`src/rtl/rca_acc_pkg.sv`:
```
// rtl/rca_acc_pkg.sv - shared state encoding, default sizes and carry-extension width helper
package rca_acc_pkg;

  typedef enum logic [1:0] {
    IDLE = 2'd0,
    ACC  = 2'd1,
    DONE = 2'd2
  } state_t;

  localparam int DEF_WIDTH   = 8;
  localparam int DEF_COUNT_N = 16;

  // Summing COUNT_N carries needs log2(COUNT_N)+1 bits so the top can never wrap.
  function automatic int calc_hi_w(input int count_n);
    return $clog2(count_n) + 1;
  endfunction

endpackage

```
`src/rtl/rca_acc_frame_cnt.sv`:
```
// rtl/rca_acc_frame_cnt.sv - loadable frame up-counter with terminal-count flag at COUNT_N-1
module rca_acc_frame_cnt #(
  parameter int  COUNT_N = 16,
  localparam int CNT_W   = $clog2(COUNT_N)
) (
  input  logic             clk,
  input  logic             rst,
  input  logic             load,
  input  logic [CNT_W-1:0] load_val,
  input  logic             inc,
  output logic             tc
);

  logic [CNT_W-1:0] cnt_q;
  logic [CNT_W-1:0] cnt_d;

  // Load has priority over increment; otherwise hold (bubbles leave the count alone).
  always_comb begin
    cnt_d = cnt_q;
    if (load) begin
      cnt_d = load_val;
    end else if (inc) begin
      cnt_d = cnt_q + CNT_W'(1);
    end
  end

  // Count register.
  always_ff @(posedge clk or posedge rst) begin
    if (rst) begin
      cnt_q <= '0;
    end else begin
      cnt_q <= cnt_d;
    end
  end

  assign tc = (cnt_q == CNT_W'(COUNT_N - 1));

endmodule

```
`src/rtl/rca_accumulator.sv`:
```
// rtl/rca_accumulator.sv - frame accumulator driving an external ripple-carry adder; RCA_ACC_CIN_EN adds per-operand carry-in
module rca_accumulator
  import rca_acc_pkg::*;
#(
  parameter int  WIDTH   = DEF_WIDTH,
  parameter int  COUNT_N = DEF_COUNT_N,
  localparam int HI_W    = calc_hi_w(COUNT_N)
) (
  input  logic                  clk,
  input  logic                  rst,
  input  logic                  start,
  input  logic                  in_valid,
  output logic                  in_ready,
  input  logic [WIDTH-1:0]      in_data,
`ifdef RCA_ACC_CIN_EN
  input  logic                  in_cin,
`endif
  output logic [WIDTH-1:0]      add_a,
  output logic [WIDTH-1:0]      add_b,
  output logic                  add_cin,
  input  logic [WIDTH-1:0]      add_s,
  input  logic                  add_cout,
  output logic                  out_valid,
  input  logic                  out_ready,
  output logic [WIDTH+HI_W-1:0] out_sum,
  output logic                  busy
);

  localparam int CNT_W = $clog2(COUNT_N);

  state_t            state_q, state_d;
  logic [WIDTH-1:0]  acc_lo_q, acc_lo_d;
  logic [HI_W-1:0]   acc_hi_q, acc_hi_d;
  logic              accept;
  logic              cnt_load;
  logic              cnt_tc;

  // Next-state and accumulator update; the adder result is only committed on an accept.
  always_comb begin
    state_d  = state_q;
    acc_lo_d = acc_lo_q;
    acc_hi_d = acc_hi_q;
    accept   = 1'b0;
    cnt_load = 1'b0;
    case (state_q)
      IDLE: begin
        if (start) begin
          acc_lo_d = '0;
          acc_hi_d = '0;
          cnt_load = 1'b1;
          state_d  = ACC;
        end
      end
      ACC: begin
        if (in_valid) begin
          accept   = 1'b1;
          acc_lo_d = add_s;
          acc_hi_d = acc_hi_q + HI_W'(add_cout);
          if (cnt_tc) begin
            state_d = DONE;
          end
        end
      end
      DONE: begin
        if (out_ready) begin
          state_d = IDLE;
        end
      end
      default: state_d = IDLE;
    endcase
  end

  // State and accumulator registers; reset discards any partial frame.
  always_ff @(posedge clk or posedge rst) begin
    if (rst) begin
      state_q  <= IDLE;
      acc_lo_q <= '0;
      acc_hi_q <= '0;
    end else begin
      state_q  <= state_d;
      acc_lo_q <= acc_lo_d;
      acc_hi_q <= acc_hi_d;
    end
  end

  rca_acc_frame_cnt #(
    .COUNT_N (COUNT_N)
  ) u_frame_cnt (
    .clk      (clk),
    .rst      (rst),
    .load     (cnt_load),
    .load_val ({CNT_W{1'b0}}),
    .inc      (accept),
    .tc       (cnt_tc)
  );

  assign add_a = acc_lo_q;
  assign add_b = in_data;
`ifdef RCA_ACC_CIN_EN
  assign add_cin = (state_q == ACC) ? in_cin : 1'b0;
`else
  assign add_cin = 1'b0;
`endif

  // Status outputs decode straight from the state register so reset clears them at once.
  assign in_ready  = (state_q == ACC);
  assign out_valid = (state_q == DONE);
  assign busy      = (state_q != IDLE);
  assign out_sum   = {acc_hi_q, acc_lo_q};

endmodule

```
`config.mk`:
```
export PLATFORM = sky130hd
export DESIGN_NAME = rca_accumulator
export DESIGN_NICKNAME = d
export VERILOG_FILES = /design/src/rtl/rca_acc_pkg.sv /design/src/rtl/rca_acc_frame_cnt.sv /design/src/rtl/rca_accumulator.sv
export SDC_FILE = /design/constraint.sdc
export NUM_CORES = 1
export LEC_CHECK = 0
export CAP_MARGIN = 0
export CORE_MARGIN = 2
export CORE_UTILIZATION = 42
export CTS_CLUSTER_DIAMETER = 80
export DETAILED_ROUTE_END_ITERATION = 16
export GPL_ROUTABILITY_DRIVEN = 0
export GPL_TIMING_DRIVEN = 1
export PLACE_DENSITY = 0.84
export SYNTH_ARGS = -nofsm -noshare
export SYNTH_HDL_FRONTEND = slang
export SYNTH_SLANG_ARGS = --single-unit
```
`constraint.sdc`:
```
create_clock -name clk -period 2.21 [get_ports clk]
set_input_delay 0.221 -clock clk [delete_from_list [all_inputs] [get_ports clk]]
set_output_delay 0.221 -clock clk [all_outputs]
set_load 0.01 [all_outputs]
```
==> Word-level counts from Yosys, hierarchy flattened <==
Index checks and enable logic that the tools add are counted.
{ "word_totals": {"ff_bits": 19, "in_bits": 22, "out_inout_bits": 33, "wordCells": 36} }
{ "classes": {"addsub": 2, "eq_ne": 7, "muxes": 17, "reduce_logical": 6} }
{ "ops": {"columns": ["cell", "n"], "rows": [
  ["8-bit two-way mux", 2],
  ["8-bit one-hot mux with 2 select lines", 1],
  ["5-bit two-way mux", 2],
  ["5-bit one-hot mux with 2 select lines", 1],
  ["2-bit two-way mux", 4],
  ["4-bit two-way mux", 2],
  ["2-bit one-hot mux with 3 select lines", 1],
  ["2-bit nonzero test", 3],
  ["5-bit by 1-bit adder with 5-bit output", 1],
  ["4-bit by 1-bit adder with 4-bit output (second input constant)", 1],
  ["4-bit equality test (second input constant)", 1],
  ["1-bit two-way mux", 4],
  ["2-bit by 1-bit inequality test with 1-bit output (second input constant)", 2],
  ["2-bit inequality test (second input constant)", 2],
  ["4-bit AND reduction", 1],
  ["3-bit AND reduction", 1],
  ["2-bit by 1-bit equality test with 1-bit output (second input constant)", 1],
  ["2-bit equality test (second input constant)", 1],
  ["2-bit zero test", 1]
]} }

==> Longest topological paths before layout <==
{ "depth": {"ltp_word": 4, "mapped_depth": 5, "mapped_depth_nobuf": 5} }

==> Hierarchy <==
From an unflattened synthesis, not the netlist that was laid out.
{ "unflattened": {"hier_cells": 113, "hier_area_um2": 1082.3} }
{ "by_module_without_submodules": {"columns": ["module", "n_inst", "cells_each", "area_per_inst_um2"], "rows": [
  ["rca_accumulator", 1, 93, 869.6],
  ["rca_acc_frame_cnt", 1, 20, 212.7]
]} }

==> Worst setup path before layout <==
OpenSTA, ideal clock, no wires.
{ "synth_path": {"path_kind": "reg2reg", "startpoint": "register acc_hi_q[0]", "endpoint": "register acc_hi_q[4]", "setup_time_ns": 0.079, "t_arrival_ns": 1.133, "path_slack_ns": 0.998, "path_stages_with_launch": 6, "n_path_buf": 0, "path_cell_list": "dfrtp_1 > ha_1 > ha_1 > nand4b_1 > nor2_1 > mux2i_1"} }
{ "synth_via": {"elab_chain_len": 3} }
{ "synth_rtl": {"columns": ["item", "line_no", "text"], "rows": [
  ["from (decl)", "rca_accumulator.sv:33", "logic [HI_W-1:0] acc_hi_q, acc_hi_d;"],
  ["from (signal assigned)", "rca_accumulator.sv:82", "acc_hi_q <= acc_hi_d;"],
  ["5-bit by 1-bit adder with 5-bit output", "rca_accumulator.sv:58", "acc_hi_d = acc_hi_q + HI_W'(add_cout);"],
  ["5-bit two-way mux", "rca_accumulator.sv:55", "if (in_valid) begin"],
  ["5-bit one-hot mux with 2 select lines", "rca_accumulator.sv:45", "case (state_q)"]
]} }
Every way passes these cells. The select of a mux whose other input is x is not followed.
A chain may end at the register's enable or synchronous reset.

==> Final worst setup path <==
{ "layout_path": {"startpoint": "register state_q[1]", "endpoint": "output out_valid"} }
{ "layout_via": {"elab_chain_len": 1} }
{ "layout_rtl": {"columns": ["item", "line_no", "text"], "rows": [
  ["from (decl)", "rca_accumulator.sv:31", "state_t state_q, state_d;"],
  ["from (signal assigned)", "rca_accumulator.sv:80", "state_q <= state_d;"],
  ["2-bit equality test", "rca_accumulator.sv:107", "assign out_valid = (state_q == DONE);"],
  ["to (decl)", "rca_accumulator.sv:23", "output logic out_valid,"]
]} }
Every way passes these cells.

==> metrics.cfg <==
[outcome]
outcome=complete, no violations

[placement]
place_hpwl_mm=1.47
number_of_port_buffers=37
dp_slack_ns=0.460
placed_area_um2=1330
dpl.cell_count=155

[detailed_routing]
vias_per_cell=5.21
drt_wl_total_mm=2.12
drt_pass1_iterations=4
dr_total_vias=829
antenna_violating_nets_post_route=0
route.detailed.wl_per_inst_um=13.3
drt_drc_violations_left=0
detailedRoute.firstIterationViolations=9

[worst_setup_path]
cp-end-kind=primary output
worstPathRequired_ns=1.99
crit_path_cell_trace=nor2b_1 > clkdlybuf4s50_1
r2r_slack_ns=0.67
critical_setup_path_class=flop to primary output
cp_top_family=flip-flops
worstSetupStartpointType=flop
worstPathMaxFanout=27
crit_buf_inv=1
crit_arrival_ns=1.86
worst_path_max_delay_cell=sky130_fd_sc_hd__dfrtp_1
regToRegStartpoint=state_q[0]$_DFFE_PP0P_
number_of_cells_on_the_worst_reg_to_reg_path=3
critical-path-max-stage-delay_ns=0.75
rr_endpoint=add_a[7]$_DFFE_PP0P_

[synthesis]
synth_top_cell_area_share_pct=44.3
ys_dominant_reg_cell=sky130_fd_sc_hd__dfrtp_1
synth.yosys.warnings=0
gate_count_post_synth=110
post_synth_instance_area_um2=1070
synth_async_sr_flop_share_pct=100
postSynthRegisterBits=19
synthesis.nets=135
postSynthAreaPerCell_um2=9.76
netlist_top_cells_area=sky130_fd_sc_hd__dfrtp_1 44%, sky130_fd_sc_hd__buf_4 12%, sky130_fd_sc_hd__nand4b_1 9.8%
synth_sequential_area_ratio_pct=44.3
number_of_flops_mapped_to_enable_cells_by_yosys=0
synth_largest_area_cell=sky130_fd_sc_hd__dfrtp_1
yosys.cell_types.count=25

[global_routing]
antenna_found_initial=0
grt_overflow=0
grt_max_degree=28
grt_pass1_vias=767
grt_pass1_wl_mm=3.37
grt_use_total_pct=16.0

[timing]
finClkSkew_ns=0.00262
report.final.slew_viol_count=0
fin_worst_hold_slack_ns=0.328
finalCritPeriodShare_pct=94.2
timing_hold_violations_final=0
worst_slew_margin_rel_pct=52.9
layout_setup_ws_ns=0.128
grt_setup_unrepaired=no
timing.final.crit_period_ns=2.08
worst_slew_pin_slew_ns=0.706
max_clock_freq_mhz=480
timing.setup.tns_ns=0
final_setup_vio_count=0

[clock_network]
clkSlewWorstSetupHoldPaths_ns=0.10
cts_root_buf=sky130_fd_sc_hd__clkbuf_4
cts_inserted_buffers=3
cts_max_level=1
clockBufferDepth=2
cts_hold_buf=0
tritoncts_num_sinks=19
tritoncts_clock_tree=yes
cts_post_setup_buffers_inserted=0
clock_latency_ns=0.29
post_cts_resized=0

[finish]
final_layout_size_suffix_gt1_share_pct=5.43
postLayoutCellArea_um2=1350
antenna_cells=0
final_net_count=155
area_growth_syn_to_layout_pct=26.1
filler_cell_count=227
layout_commonest_cell=sky130_fd_sc_hd__clkdlybuf4s50_1
instances_no_fill=159
mostFrequentLayoutCells=37 x sky130_fd_sc_hd__clkdlybuf4s50_1, 19 x sky130_fd_sc_hd__dfrtp_1, 14 x sky130_fd_sc_hd__nand2_1

[power]
irDropWorstVdd_mv=0.577
power_per_cell_area_nw_per_um2=1070
power.leakage_uw=0.000586

[min_path]
tightest_hold_check_type=primary input to asynchronous set/reset pin

[floorplanning]
dieWidth_um=54.6
boundaryPins=55
placeableCoreArea_um2=2450
std_cell_rows=18
start_util_pct=43.7
die_h_um=54.6
fp.dieArea_um2=2980

[flow_run]
cap_viol_max_count=0

## routing by layer
metal	track usage, %	vias to the layer above	wire, um	share of wire (%)
li1	-	400	-	-
met4	5.42	0	22	1.0
met5	0	-	0	0
met2	23.9	41	923	44
met3	4.64	4	163	7.7
met1	22.0	384	1010	48
## registers in the layout, summed over array words and instances, names as in the netlist
signal             flops
acc_hi_q               5
state_q                2
add_a                  8
u_frame_cnt.cnt_q      4
## worst max path at each step
stage                            start                 endpoint  slack, ns  cells past startpoint
6_report        state_q[1]$_DFFE_PP0P_                out_valid       0.13                      2
3_3_place_gp    state_q[1]$_DFFE_PP0P_                out_valid       0.50                      2
2_1_floorplan  acc_hi_q[0]$_DFFE_PP0P_  acc_hi_q[4]$_DFFE_PP0P_        1.0                      5
4_1_cts         state_q[1]$_DFFE_PP0P_                out_valid       0.14                      2
3_5_place_dp                  in_valid     add_a[7]$_DFFE_PP0P_       0.46                      4
5_1_grt         state_q[1]$_DFFE_PP0P_                out_valid       0.01                      2
## power by group
group          internal [uW]  switching (uW)  total [uW]
sequential               467             144         611
clock                   70.3             105         175
combinational            385             272         657
## logic make-up after synthesis
group	share of synthesized area, %
DFF	44.3
and+or+nand+nor	23.0
muxes	3.15
xor gates and xnor gates	2.45
adders and majority gates	3.50
AOI/OAI and AO/OA	7.92
buffers and inverters	15.4
other	0.349
## final cells by class
| class | count | area, um^2 | area share, % |
|---|---|---|---|
| Clock buffer | 4 | 26.3 | 1.94 |
| Inverter | 3 | 11.3 | 0.832 |
| Multi-Input combinational cell | 66 | 433 | 32.0 |
| Sequential cell | 19 | 475 | 35.1 |
| Tap cell | 30 | 37.5 | 2.77 |
| Timing Repair Buffer | 37 | 370 | 27.4 |
## worst reg2reg max path, delay by kind of cell (launching register included)
kind | cells | cell delay [ns]
compound gates | 1 | 0.15
mux | 1 | 0.52
simple gates | 1 | 0.08
flops | 1 | 0.74
## metrics by stage
stage / utilization (%) / power, uW
floorplan: - / 1010
global placement: 54.1 / 1260
detailed placement: 54.1 / 1280
CTS: 55.1 / 1460
global route: 55.1 / 1550
finish: 55.1 / 1440
## Yosys cell counts, drive strengths merged (2+ instances only)
| cell | instances |
|---|---|
| dfrtp | 19 |
| o211ai | 2 |
| nand3 | 2 |
| clkbuf | 4 |
| xor2 | 2 |
| nor2 | 5 |
| mux2i | 3 |
| nand4b | 12 |
| o21ai | 11 |
| nand2 | 14 |
| buf | 18 |
| ha | 3 |
| inv | 3 |
| o31ai | 2 |
| nand2b | 2 |
(Power assumes the default switching activity.)
